<file path="config.mk">
export PLATFORM = sky130hd
export DESIGN_NAME = fft_bfly_sequencer
export DESIGN_NICKNAME = d
export VERILOG_FILES = /design/src/rtl/fft_bfly_sequencer.sv
export SDC_FILE = /design/constraint.sdc
export NUM_CORES = 1
export LEC_CHECK = 0
export ABC_AREA = 1
export ABC_CLOCK_PERIOD_IN_PS = 2800
export CORE_ASPECT_RATIO = 0.75
export CORE_MARGIN = 2
export CORE_UTILIZATION = 57
export CTS_BUF_LIST = sky130_fd_sc_hd__clkbuf_16
export DETAILED_ROUTE_END_ITERATION = 10
export PLACE_DENSITY = 0.84
export SYNTH_ARGS = -nofsm -noshare
export SYNTH_HDL_FRONTEND = slang
export SYNTH_SLANG_ARGS = --single-unit
</file>
<file path="constraint.sdc">
create_clock -name clk -period 2.8 [get_ports clk]
set_input_delay 0.28 -clock clk [delete_from_list [all_inputs] [get_ports clk]]
set_output_delay 0.28 -clock clk [all_outputs]
set_load 0.03 [all_outputs]
</file>
<file path="src/rtl/fft_bfly_sequencer.sv">
// fft_bfly_sequencer
//   Butterfly scheduler for the radix-2 in-place FFT. After start it walks
//   all LOG2N stages. Each stage issues N/2 butterflies (read addresses,
//   twiddle index, read bank). Write-back is the same op delayed by
//   L = 1 + BF_LATENCY cycles, and goes to the opposite bank. A stage's
//   last write must leave the pipe before the next stage's first read.
//
// Ports
//   clk, rst           clock, synchronous active-high reset
//   start              begin a transform (sampled only in IDLE)
//   stall              hold off new issues (write pipe keeps moving)
//   busy, done         busy from first issue to last write; done pulse after
//   stage              stage currently issuing/draining
//   rd_en, rd_addr_a/b, tw_idx, rd_bank     butterfly issue
//   wr_en, wr_addr_a/b, wr_bank             delayed write-back
//   result_bank        bank holding the final spectrum
//
// state  | meaning
// IDLE   | waiting for start
// ISSUE  | issuing butterflies of the current stage
// DRAIN  | waiting for the stage's writes to leave the pipe
// FINISH | done pulse cycle
module fft_bfly_sequencer #(
  parameter int N          = 16,
  parameter int LOG2N      = 4,
  parameter int BF_LATENCY = 2
) (
  input  logic                     clk,
  input  logic                     rst,
  input  logic                     start,
  input  logic                     stall,
  output logic                     busy,
  output logic                     done,
  output logic [$clog2(LOG2N)-1:0] stage,
  output logic                     rd_en,
  output logic [LOG2N-1:0]         rd_addr_a,
  output logic [LOG2N-1:0]         rd_addr_b,
  output logic [LOG2N-2:0]         tw_idx,
  output logic                     rd_bank,
  output logic                     wr_en,
  output logic [LOG2N-1:0]         wr_addr_a,
  output logic [LOG2N-1:0]         wr_addr_b,
  output logic                     wr_bank,
  output logic                     result_bank
);

  localparam int SW = $clog2(LOG2N);
  localparam int KW = LOG2N - 1;
  localparam int L  = 1 + BF_LATENCY;
  localparam logic [KW-1:0]    K_LAST = KW'(N / 2 - 1);
  localparam logic [SW-1:0]    S_LAST = SW'(LOG2N - 1);
  localparam logic [LOG2N-1:0] ONE    = LOG2N'(1);

  typedef enum logic [1:0] {IDLE, ISSUE, DRAIN, FINISH} state_t;

  typedef struct packed {
    logic             v;
    logic [LOG2N-1:0] a;
    logic [LOG2N-1:0] b;
    logic             bank;
  } wb_t;

  state_t           state_q, state_d;
  logic [KW-1:0]    k_q, k_d;
  logic [SW-1:0]    stage_q, stage_d;
  logic             rd_bank_q, rd_bank_d;
  logic             busy_q, busy_d;
  logic             done_q, done_d;
  logic             rd_en_q, rd_en_d;
  logic [LOG2N-1:0] rd_addr_a_q, rd_addr_a_d;
  logic [LOG2N-1:0] rd_addr_b_q, rd_addr_b_d;
  logic [KW-1:0]    tw_idx_q, tw_idx_d;
  logic             result_bank_q, result_bank_d;
  wb_t              pipe_q [L];
  wb_t              pipe_d [L];

  logic             drained;
  logic             issue;
  logic [SW-1:0]    iss_stage;
  logic [KW-1:0]    iss_k;
  logic [LOG2N-1:0] k_ext, span, pos, grp, addr_a, addr_b;
  logic [KW-1:0]    tw_val;

  always_comb begin
    state_d       = state_q;
    k_d           = k_q;
    stage_d       = stage_q;
    rd_bank_d     = rd_bank_q;
    busy_d        = busy_q;
    done_d        = 1'b0;
    rd_en_d       = 1'b0;
    rd_addr_a_d   = rd_addr_a_q;
    rd_addr_b_d   = rd_addr_b_q;
    tw_idx_d      = tw_idx_q;
    result_bank_d = result_bank_q;
    issue         = 1'b0;
    iss_stage     = stage_q;
    iss_k         = k_q;

    // Only the last pipe slot may still hold a write: after this edge the
    // pipe is empty, so the next stage may issue into the cycle that follows
    // the final write.
    drained = !rd_en_q;
    for (int i = 0; i < L - 1; i++) begin
      if (pipe_q[i].v) drained = 1'b0;
    end

    case (state_q)
      IDLE: begin
        if (start) begin
          state_d   = ISSUE;
          stage_d   = '0;
          k_d       = '0;
          rd_bank_d = 1'b0;
        end
      end
      ISSUE: begin
        if (!stall) begin
          issue = 1'b1;
          if (k_q == K_LAST) state_d = DRAIN;
          else               k_d     = k_q + KW'(1);
        end
      end
      DRAIN: begin
        if (drained) begin
          if (stage_q != S_LAST) begin
            // Advance and issue butterfly 0 of the new stage on this same
            // edge, so its rd_en lands right after the last write.
            stage_d   = stage_q + SW'(1);
            iss_stage = stage_d;
            iss_k     = '0;
            rd_bank_d = ~rd_bank_q;
            state_d   = ISSUE;
            k_d       = '0;
            if (!stall) begin
              issue = 1'b1;
              k_d   = KW'(1);
            end
          end else begin
            state_d       = FINISH;
            done_d        = 1'b1;
            busy_d        = 1'b0;
            result_bank_d = ~rd_bank_q;
          end
        end
      end
      FINISH: state_d = IDLE;
      default: state_d = IDLE;
    endcase

    k_ext  = {1'b0, iss_k};
    span   = ONE << iss_stage;
    pos    = k_ext & (span - ONE);
    grp    = k_ext >> iss_stage;
    addr_a = ((grp << iss_stage) << 1) | pos;
    addr_b = addr_a | span;
    tw_val = pos[KW-1:0] << (S_LAST - iss_stage);

    if (issue) begin
      rd_en_d     = 1'b1;
      rd_addr_a_d = addr_a;
      rd_addr_b_d = addr_b;
      tw_idx_d    = tw_val;
      busy_d      = 1'b1;
    end

    pipe_d[0].v    = rd_en_q;
    pipe_d[0].a    = rd_addr_a_q;
    pipe_d[0].b    = rd_addr_b_q;
    pipe_d[0].bank = ~rd_bank_q;
    for (int i = 1; i < L; i++) begin
      pipe_d[i] = pipe_q[i-1];
    end
  end

  always_ff @(posedge clk) begin
    if (rst) begin
      state_q       <= IDLE;
      k_q           <= '0;
      stage_q       <= '0;
      rd_bank_q     <= 1'b0;
      busy_q        <= 1'b0;
      done_q        <= 1'b0;
      rd_en_q       <= 1'b0;
      rd_addr_a_q   <= '0;
      rd_addr_b_q   <= '0;
      tw_idx_q      <= '0;
      result_bank_q <= 1'b0;
      pipe_q        <= '{default: '0};
    end else begin
      state_q       <= state_d;
      k_q           <= k_d;
      stage_q       <= stage_d;
      rd_bank_q     <= rd_bank_d;
      busy_q        <= busy_d;
      done_q        <= done_d;
      rd_en_q       <= rd_en_d;
      rd_addr_a_q   <= rd_addr_a_d;
      rd_addr_b_q   <= rd_addr_b_d;
      tw_idx_q      <= tw_idx_d;
      result_bank_q <= result_bank_d;
      pipe_q        <= pipe_d;
    end
  end

  assign busy        = busy_q;
  assign done        = done_q;
  assign stage       = stage_q;
  assign rd_en       = rd_en_q;
  assign rd_addr_a   = rd_addr_a_q;
  assign rd_addr_b   = rd_addr_b_q;
  assign tw_idx      = tw_idx_q;
  assign rd_bank     = rd_bank_q;
  assign wr_en       = pipe_q[L-1].v;
  assign wr_addr_a   = pipe_q[L-1].a;
  assign wr_addr_b   = pipe_q[L-1].b;
  assign wr_bank     = pipe_q[L-1].bank;
  assign result_bank = result_bank_q;

endmodule

</file>
==> results of run 1 <==
## worst max-delay path: stages (launching register included)
cell     delay, ns
dfxtp_1       0.33
inv_1         0.13
ha_1          0.35
inv_1         0.12
a21oi_1       0.35
a21oi_1       0.13
o21ai_0       0.22
inv_1         0.06
## cell usage in the layout (no fill, tap or decap), types with 2 or more instances in the layout
| cell type | count |
|---|---|
| clkdlybuf4s50_1 | 31 |
| nand3_1 | 11 |
| clkinvlp_4 | 2 |
| dfxtp_1 | 53 |
| nand2_1 | 40 |
| nor2_1 | 45 |
| ha_1 | 7 |
| o21ai_0 | 11 |
| clkinv_1 | 2 |
| nand4_1 | 6 |
| inv_1 | 57 |
| o21ai_1 | 3 |
| a21oi_1 | 11 |
| clkbuf_16 | 5 |
| nor3_1 | 3 |
## final cells by class
| type | instances | area share, % |
|---|---|---|
| flip-flops and latches | 53 | 41.4 |
| multi-input cells | 147 | 29.0 |
| repair buffers | 32 | 12.4 |
| inverters | 59 | 8.65 |
| clock buffers | 5 | 4.89 |
| well taps | 52 | 2.54 |
| clock inverters | 3 | 1.03 |
## kinds of logic (layout without fill, tap and decap cells)
| group | count (synthesis) | count (layout) | synth area share, % |
|---|---|---|---|
| buf+inv | 72 | 99 | 14.4 |
| compound gates | 28 | 28 | 7.36 |
| flops | 53 | 53 | 50.3 |
| fa+ha+maj | 7 | 7 | 4.15 |
| simple gates | 112 | 112 | 23.7 |
## registers in the layout, summed over array words and instances (netlist names), 2 cells and up
signal	cells
state_q	2
pipe_d	20
wr_addr_b	4
stage	2
tw_idx	3
rd_addr_a	4
rd_addr_b	4
wr_addr_a	4
k_q	3
## power by group through the flow
stage / logic [mW] / clock network (mW) / registers [mW]
after floorplan: 0.430 / 0 / 0.921
after global placement: 0.564 / 0 / 0.908
after detailed placement: 0.568 / 0 / 0.910
after CTS: 0.574 / 0.623 / 0.893
after global routing: 0.648 / 0.660 / 0.904
final: 0.574 / 0.609 / 0.893
## worst paths after layout
path,startpoint,end,slack (ns)
worst max-delay path,state_q[0]$_SDFFE_PP0P_,stage[0]$_SDFFE_PP0P_,0.99
worst min-delay path,pipe_d[2]$_SDFF_PP0_,wr_addr_b[1]$_SDFF_PP0_,0.40
worst max register to register,state_q[0]$_SDFFE_PP0P_,stage[0]$_SDFFE_PP0P_,0.99
worst min register to register,pipe_d[2]$_SDFF_PP0_,wr_addr_b[1]$_SDFF_PP0_,0.40
## Yosys cell counts
cell type	instances
dfxtp_1	53
nand2_1	40
nand4_1	6
clkbuf_1	4
nand3b_1	1
nand2_2	1
buf_4	9
inv_1	57
o22ai_1	1
nor3_1	3
nor2_4	1
o21ai_1	3
nand3_1	11
a21oi_4	1
nor2_1	45
nand3_2	1
nand2_4	1
clkinv_1	2
o21ai_0	11
o211ai_1	1
a21oi_1	11
ha_1	7
or2_2	1
nand4_4	1
## metal layers
layer  part of all wire, %  track usage [%]
met3                   6.7             6.82
met5                     0                0
met2                    45             30.7
met1                    47             27.9
met4                   1.2             6.12
==> key figures, run 1 <==
Detailed routing
  • Routed Antenna Nets: 0
  • Via-to-Cell Ratio: 4.80
  • Drt pass-1 iters: 4
  • Routed WL: 3740 um
  • Via count: 1684
  • Drc violations: 0
  • DR WL/cell: 10.6 um
  • Detailed Route Iter0 Violations: 68

STA
  • Crit share post-route: 64.5%
  • Min Hold Slack: 0.400 ns
  • Final Hold Fails: 0
  • Final setup margin: 0.994 ns
  • Slew Limit Headroom: 74.0%
  • Slew @ Worst Pin: 0.390 ns
  • # setup viols final: 0
  • RSZ-0062 raised after global routing: no
  • Setup TNS: 0 ns
  • Min Tclk post-route: 1.81 ns
  • Highest clock rate: 554 MHz
  • Clock skew: 0.00514 ns
  • Max-slew violation count: 0

Final layout
  • FF+latch area: 1060 um^2
  • Area of the multi-input gates: 743 um^2
  • Share of post-route cells with drive strength above 1: 5.35%
  • Syn-to-layout area delta: 21.4%
  • Final cell count without fillers: 351
  • Final-layout fill cell count: 299
  • N_diodes: 0
  • Final instance area: 2560 um^2
  • Total Nets Final: 309
  • Final core utilization: 70.8%

Worst hold path
  • Worst hold stages: 2
  • Hold crit path type: flip-flop to flip-flop

Global route
  • First-pass GRT wire length: 6420 um
  • Largest net degree at the start of global routing: 40
  • Overflow after GRT: 0
  • Initial antenna violation count: 0
  • GR Util All Layers: 20.4%
  • Vias in the first global route: 1469

Placement
  • Dpl hpwl: 2640 um
  • Placed instance area: 2410 um^2
  • Setup WS pre-CTS: 1.02 ns
  • Placed Instances: 343
  • Gp weighted congestion: 0.922
  • IO buf count: 31

Clocking
  • Worst skew pair latency: 0.29 ns
  • Clock slew at reported path FFs: 0.07 ns
  • Root buf cell: clkbuf_16
  • CTS Sinks: 53
  • H-tree lvl count: 2
  • Setup Buffers After CTS: 0
  • CTS resizes: 0
  • TritonCTS clock tree: yes
  • Cts hold-fix bufs: 0
  • CTS max path bufs: 2
  • CTS Buf Count: 5

Floorplan
  • Initial cell density of the core: 58.3%
  • Placeable Area: 3610 um^2
  • Die height: 56.7 um
  • Die X: 74.2 um
  • Io pins: 32
  • # rows: 19
  • Die Area: 4210 um^2

Setup path
  • CP Launch Type: flip-flop
  • Arr. time, crit path: 1.99 ns
  • FF-to-FF path depth: 7
  • Worst Setup Path Type: flip-flop to flip-flop
  • Crit Path Max Fanout: 7
  • Critical path data required time: 2.98 ns
  • Worst setup EP type: flip-flop

Pwr
  • NetSw: 0.703 mW
  • Comb pwr share: 27.6%
  • Leak Pwr: 1.12 nW
  • Net Sw Frac: 33.9%
  • Worst vdd ir: 0.499 mV
  • Final Power: 2.08 mW
  • P per Cell Area: 811 nW/um^2
  • Power share of the sequential group: 43.0%
  • Pint: 1.37 mW
  • Clock power share: 29.3%

Synth
  • Unique masters post-synth: 24
  • Syn Inst Count: 272
  • Netlist Area Pre-Place: 2110 um^2
  • Synth Net Count: 283
  • Post-synthesis sequential area ratio: 50.3%
  • Dominant cells by area after synthesis: dfxtp_1 50%, inv_1 10%, nor2_1 8.0%
  • Avg Cell Area, Syn: 7.75 um^2
  • Yosys top cell area share: 50.3%
  • Largest area contributor in the netlist: dfxtp_1
  • Warning count from the yosys run: 0
  • Yosys reg bits: 53

Run status
  • Status: finished, final reports clean

Flow run
  • Max Cap Viol: 0
(Power assumes the default switching activity.)
==> inputs of run 2 (changes only) <==
--- a/config.mk
+++ b/config.mk
@@ -6,13 +6,13 @@
 export NUM_CORES = 1
 export LEC_CHECK = 0
 export ABC_AREA = 1
-export ABC_CLOCK_PERIOD_IN_PS = 2800
+export ABC_CLOCK_PERIOD_IN_PS = 1700
 export CORE_ASPECT_RATIO = 0.75
 export CORE_MARGIN = 2
-export CORE_UTILIZATION = 57
+export CORE_UTILIZATION = 53
 export CTS_BUF_LIST = sky130_fd_sc_hd__clkbuf_16
 export DETAILED_ROUTE_END_ITERATION = 10
-export PLACE_DENSITY = 0.84
+export PLACE_DENSITY = 0.79
 export SYNTH_ARGS = -nofsm -noshare
 export SYNTH_HDL_FRONTEND = slang
 export SYNTH_SLANG_ARGS = --single-unit
==> constraint.sdc (replaced) <==
create_clock -name clk -period 1.7 [get_ports clk]
set_input_delay 0.17 -clock clk [delete_from_list [all_inputs] [get_ports clk]]
set_output_delay 0.17 -clock clk [all_outputs]
set_load 0.03 [all_outputs]
==> run 2 against run 1 <==
Register-to-register slack worse by 0.90 ns. Via count increased by 3.6%. Fmax increased by 12%. Worst setup slack got worse by 0.90 ns. Non-clock buffer count increased by 9. Combinational power is 95% higher. Cell area increased by 4.3%. Global-route usage shrank 1.2 points.
==> key figures, run 2 (same netlist as run 1, synthesis figures left out) <==
Final layout
  • Share of post-route cells with drive strength above 1: 10.7% (+5.4 points)
  • Final instance area: 2670 um^2 (+4.3%)
  • Final-layout fill cell count: 307 (+2.7%)
  • Syn-to-layout area delta: 26.7%
  • Largest register FFs: 20 (unchanged)
  • Most frequent cells in the layout: 56 x inv_1, 52 x dfxtp_1, 44 x nor2_1
  • Total Nets Final: 318 (+2.9%)
  • Commonest non-fill, non-tap cell in the layout: inv_1
  • N_diodes: 0 (unchanged)

Floorplan
  • Die height: 58.6 um (+3.4%)
  • Die Area: 4500 um^2 (+7.1%)
  • Initial cell density of the core: 56.5% (-1.9 points)
  • Die X: 76.8 um (+3.5%)
  • # rows: 19 (unchanged)
  • Io pins: 32 (unchanged)
  • Placeable Area: 3730 um^2 (+3.3%)

Placement
  • Placed instance area: 2450 um^2 (+1.9%)
  • Dpl hpwl: 2840 um (+7.7%)
  • IO buf count: 31 (unchanged)
  • Gp weighted congestion: 0.825 (-10%)
  • Setup WS pre-CTS: -0.0846 ns (-1.11 ns)

STA
  • Crit share post-route: 94.6% (+30 points)
  • # setup viols final: 0 (unchanged)
  • Final Hold Fails: 0 (unchanged)
  • Highest clock rate: 622 MHz (+12%)
  • Min Tclk post-route: 1.61 ns (-0.197 ns)
  • Slew @ Worst Pin: 0.369 ns (-0.0203 ns)
  • Max-slew violation count: 0 (unchanged)
  • Clock skew: 0.00677 ns (+0.00163 ns)
  • Final setup margin: 0.0910 ns (-0.903 ns)
  • Slew Limit Headroom: 75.1% (+1.1 points)

Global route
  • Initial antenna violation count: 0 (unchanged)
  • Largest net degree at the start of global routing: 24 (-40%)
  • Overflow after GRT: 0 (unchanged)
  • GR Util All Layers: 19.2% (-1.2 points)
  • First-pass GRT wire length: 6810 um (+6.1%)
  • Vias in the first global route: 1596 (+8.6%)

Clocking
  • TritonCTS clock tree: yes
  • H-tree lvl count: 2 (unchanged)
  • CTS Sinks: 53 (unchanged)
  • Clock slew at reported path FFs: 0.07 ns (about the same)
  • Root buf cell: clkbuf_16
  • Worst skew pair latency: 0.29 ns (about the same)
  • CTS Buf Count: 5 (unchanged)
  • Cts hold-fix bufs: 0 (unchanged)
  • CTS max path bufs: 2 (unchanged)

Setup path
  • Worst Setup Path Type: flip-flop to flip-flop
  • FF-to-FF path depth: 8 (+1)
  • Crit Path Max Fanout: 5 (-2)
  • CP Launch Type: flip-flop
  • Worst setup EP type: flip-flop
  • Arr. time, crit path: 1.79 ns (-0.20 ns)
  • Critical path data required time: 1.88 ns (-1.10 ns)

Worst hold path
  • Worst hold stages: 2 (unchanged)
  • Hold crit path type: flip-flop to flip-flop

Run status
  • Status: finished, final reports clean

Pwr
  • NetSw: 1.20 mW (+71%)
  • Clock power share: 27.2% (-2.1 points)
  • Worst vdd ir: 0.819 mV (+64%)
  • Power share of the sequential group: 41.3% (-1.7 points)
  • Leak Pwr: 1.22 nW (+8.5%)
  • Net Sw Frac: 33.9% (about the same)
  • P per Cell Area: 1330 nW/um^2 (+64%)
  • Comb pwr share: 31.5% (+3.9 points)
  • Pint: 2.34 mW (+71%)

Detailed routing
  • Routed WL: 4110 um (+10%)
  • Detailed Route Iter0 Violations: 88 (+29%)
  • DR WL/cell: 11.4 um (+7.2%)
  • Drc violations: 0 (unchanged)
  • Drt pass-1 iters: 4 (unchanged)
  • Via count: 1744 (+3.6%)
  • Via-to-Cell Ratio: 4.84 (+0.97%)
  • Routed Antenna Nets: 0 (unchanged)

Flow run
  • Max Cap Viol: 0 (unchanged)
run 2: cell types whose count changed in the layout (fill, tap and decap cells not counted), moves of 2 or more:
cell / change
a21oi_1: -2
dlymetal6s2s_1: +2
a21oi_2: +2
buf_4: +7
clkdlybuf4s50_1: -2
run 2: layer usage:
metal	vias up	global-route usage [%]	routed length (um)
met2	65	32.0	1850
met1	782	24.3	1900
met4	0	7.27	80
met5	-	0	0
li1	884	-	-
met3	13	5.21	275
run 2: path summary, 6_finish.rpt:
check,startpoint,end,slack [ns]
min,pipe_d[12]$_SDFF_PP0_,pipe_d[2]$_SDFF_PP0_,0.40
max reg2reg,state_q[1]$_SDFFE_PP0P_,rd_addr_b[1]$_SDFFE_PP0P_,0.09
min reg2reg,pipe_d[12]$_SDFF_PP0_,pipe_d[2]$_SDFF_PP0_,0.40
max,state_q[1]$_SDFFE_PP0P_,rd_addr_b[1]$_SDFFE_PP0P_,0.09
run 2: power groups by stage:
stage / clock, mW / combinational (mW) / sequential (mW)
after global placement: 0 / 0.988 / 1.48
after global routing: 1.05 / 1.22 / 1.48
after CTS: 0.981 / 1.02 / 1.46
final: 0.964 / 1.12 / 1.46
after detailed placement: 0 / 1.00 / 1.48
after floorplan: 0 / 0.708 / 1.52
run 2: worst max-delay path: stages, from the launching register on:
cell and delay, ns:
dfxtp_2 0.36, inv_1 0.10, ha_1 0.32, nand2_1 0.12, a21oi_4 0.17, buf_12 0.14, nand3_1 0.12, nor2_1 0.12
nor2_1 0.05
run 2: what timing repair did:
action                                  4_1_cts  5_1_grt
resized for setup                             2       11
endpoints found under the setup margin       10       21
gates cloned                                  0        0
pin swaps                                     1        1
buffers inserted                              0        3
run 2: final cells by class:
class,instances,area [um^2],share of cell area [%]
inverter,59,225,8.43
clock buffer,5,125,4.68
sequential,53,1060,39.8
multi-input combinational,147,776,29.0
clock inverter,3,17.5,0.656
tap,52,65.1,2.44
timing repair buffer,41,400,15.0
run 2: per-stage QoR:
stage          setup TNS [ns]  power (mW)  util, %  cells  hold WS (ns)
6_report                    0        3.54     71.6    360         0.402
5_1_grt              -0.00237        3.75     71.6    360         0.417
4_1_cts                     0        3.46     69.8    357         0.403
3_5_place_dp           -0.141        2.49     65.7    349         0.394
3_3_place_gp                0        2.47     65.7    349         0.388
2_1_floorplan               0        2.22        -    272         0.248
==> inputs of run 3 (changes only) <==
--- a/config.mk
+++ b/config.mk
@@ -9,10 +9,10 @@
 export ABC_CLOCK_PERIOD_IN_PS = 1700
 export CORE_ASPECT_RATIO = 0.75
 export CORE_MARGIN = 2
-export CORE_UTILIZATION = 53
-export CTS_BUF_LIST = sky130_fd_sc_hd__clkbuf_16
+export CORE_UTILIZATION = 55
+export CTS_BUF_LIST = sky130_fd_sc_hd__clkbuf_8
 export DETAILED_ROUTE_END_ITERATION = 10
-export PLACE_DENSITY = 0.79
+export PLACE_DENSITY = 0.81
 export SYNTH_ARGS = -nofsm -noshare
 export SYNTH_HDL_FRONTEND = slang
 export SYNTH_SLANG_ARGS = --single-unit
==> run 3 against run 2 <==
Via count decreased by 2.8%. Sequential share of layout area increased by 1.3 points. Worst setup slack got worse by 0.053 ns. Largest power group unchanged. Highest routed layer unchanged. Cell area decreased by 2.9%. Combinational power decreased by 4%. Critical path depth decreased by 7. Non-clock buffer count decreased by 3. Utilization decreased by 0.69 points.
==> key figures, run 3 (same netlist as run 1, synthesis figures left out) <==
Detailed routing
  • Drt pass-1 iters: 4 (unchanged)
  • DR WL/cell: 10.8 um (-5.2%)
  • Via-to-Cell Ratio: 4.75 (-2.0%)
  • Drc violations: 0 (unchanged)
  • Detailed Route Iter0 Violations: 99 (+13%)
  • Via count: 1695 (-2.8%)
  • Routed Antenna Nets: 0 (unchanged)
  • Routed WL: 3860 um (-6.0%)

Pwr
  • Net Sw Frac: 35.7% (+1.9 points)
  • Comb pwr share: 33.3% (+1.8 points)
  • Power share of the sequential group: 45.4% (+4.1 points)
  • Final Power: 3.23 mW (-8.8%)
  • Leak Pwr: 1.16 nW (-4.4%)
  • P per Cell Area: 1250 nW/um^2 (-6.2%)
  • Clock power share: 21.3% (-5.9 points)
  • NetSw: 1.15 mW (-3.8%)
  • Worst vdd ir: 0.822 mV (+0.35%)
  • Pint: 2.08 mW (-11%)

STA
  • Crit share post-route: 97.7% (+3.1 points)
  • Clock skew: 0.00517 ns (-0.00159 ns)
  • Final Hold Fails: 0 (unchanged)
  • Slew @ Worst Pin: 0.366 ns (-0.00356 ns)
  • Min Tclk post-route: 1.66 ns (+0.0527 ns)
  • Max-slew violation count: 0 (unchanged)
  • # setup viols final: 0 (unchanged)
  • Highest clock rate: 602 MHz (-3.2%)
  • Slew Limit Headroom: 75.4% (+0.24 points)

Clocking
  • Worst skew pair latency: 0.30 ns (about the same)
  • CTS max path bufs: 2 (unchanged)
  • Root buf cell: clkbuf_8
  • CTS Buf Count: 5 (unchanged)
  • Clock slew at reported path FFs: 0.09 ns (+0.02 ns)
  • CTS Sinks: 53 (unchanged)
  • TritonCTS clock tree: yes
  • H-tree lvl count: 2 (unchanged)
  • Cts hold-fix bufs: 0 (unchanged)

Global route
  • GR Util All Layers: 19.7% (+0.53 points)
  • First-pass GRT wire length: 6650 um (-2.3%)
  • Busiest grt layer: met2
  • GR Util met1: 27.3% (+3.0 points)
  • Largest net degree at the start of global routing: 40 (+67%)
  • GR Util met2: 30.9% (-1.0 points)
  • Vias in the first global route: 1562 (-2.1%)
  • Met3 GRT Util: 4.87% (-0.35 points)
  • Overflow after GRT: 0 (unchanged)
  • Initial antenna violation count: 0 (unchanged)

Worst hold path
  • Hold crit path type: flip-flop to flip-flop

Final layout
  • Commonest non-fill, non-tap cell in the layout: inv_1
  • Total Nets Final: 315 (-0.94%)
  • Most frequent cells in the layout: 57 x inv_1, 51 x dfxtp_1, 45 x nor2_1
  • Share of post-route cells with drive strength above 1: 9.84% (-0.88 points)
  • N_diodes: 0 (unchanged)
  • Final instance area: 2590 um^2 (-2.9%)
  • Largest register FFs: 20 (unchanged)
  • Syn-to-layout area delta: 23.1%
  • Final cell count without fillers: 357 (-0.83%)

Run status
  • Status: finished, final reports clean

Flow run
  • Max Cap Viol: 0 (unchanged)

Placement
  • Placed Instances: 347 (-0.57%)
  • Dpl hpwl: 2760 um (-2.9%)
  • Placed instance area: 2450 um^2 (-0.10%)
  • Gp weighted congestion: 0.824 (-0.16%)
  • IO buf count: 31 (unchanged)

Setup path
  • Crit Path Max Fanout: 7 (+2)
  • Worst setup EP type: output pin
  • Critical path data required time: 1.53 ns (-0.35 ns)
  • CP Buf/Inv Count: 1 (-1)
  • Cell family with most CP delay: buffers and inverters
  • Critical path's slowest cell: clkdlybuf4s50_1
  • Worst Setup Path Type: flip-flop to output pin
  • Critical path, cell by cell: clkdlybuf4s50_1
  • Arr. time, crit path: 1.49 ns (-0.30 ns)
  • Slowest stage delay, CP: 0.72 ns (+0.36 ns)
  • CP Launch Type: flip-flop

Floorplan
  • Initial cell density of the core: 57.6% (+1.1 points)
  • Placeable Area: 3660 um^2 (-1.9%)
  • # rows: 19 (unchanged)
  • Die height: 57.6 um (-1.7%)
  • Die Area: 4350 um^2 (-3.4%)
  • Die X: 75.5 um (-1.7%)
  • Io pins: 32 (unchanged)
run 3: area by class of cell:
cell class	instances	area, um^2
multi-input combinational	147	778
clock inverter	3	17.5
fill	322	1070
clock buffer	5	68.8
tap	52	65.1
timing repair buffer	38	378
inverter	59	221
sequential	53	1070
run 3: final timing paths:
path / from / to / slack (ns) / cells past startpoint
worst max register to register: state_q[1]$_SDFFE_PP0P_ / rd_addr_b[2]$_SDFFE_PP0P_ / 0.13 / 7
worst min-delay path: pipe_d[17]$_SDFF_PP0_ / pipe_d[7]$_SDFF_PP0_ / 0.40 / 2
worst max-delay path: stage[1]$_SDFFE_PP0P_ / stage[1] / 0.04 / 1
worst min register to register: pipe_d[17]$_SDFF_PP0_ / pipe_d[7]$_SDFF_PP0_ / 0.40 / 2
run 3: routing by layer:
metal,wire [um],share of wire [%]
met1,1820,47
met2,1790,46
met3,230,6.0
met4,25,0.65
met5,0,0
run 3: through the flow:
stage	setup TNS, ns	hold slack [ns]	setup slack, ns	util [%]
2_1_floorplan	0	0.248	0.132	-
3_3_place_gp	0	0.389	0.0310	67.0
3_5_place_dp	-0.111	0.393	-0.0885	67.0
4_1_cts	0	0.406	0.0256	69.5
5_1_grt	-0.00322	0.420	-0.00322	70.9
6_report	0	0.404	0.0383	70.9
run 3: timing repair:
action | 4_1_cts | 5_1_grt
gates resized for setup | 2 | 10
setup buffers | 0 | 2
setup endpoints to repair | 8 | 21
pin swaps | 1 | 1
cloned | 0 | 0
run 3: power by group through the flow:
stage / Combinational [mW] / Clock, mW / Sequential [mW]
finish: 1.08 / 0.690 / 1.47
global route: 1.21 / 0.758 / 1.48
CTS: 1.01 / 0.702 / 1.46
detailed placement: 1.00 / 0 / 1.48
global placement: 0.989 / 0 / 1.48
floorplan: 0.708 / 0 / 1.52
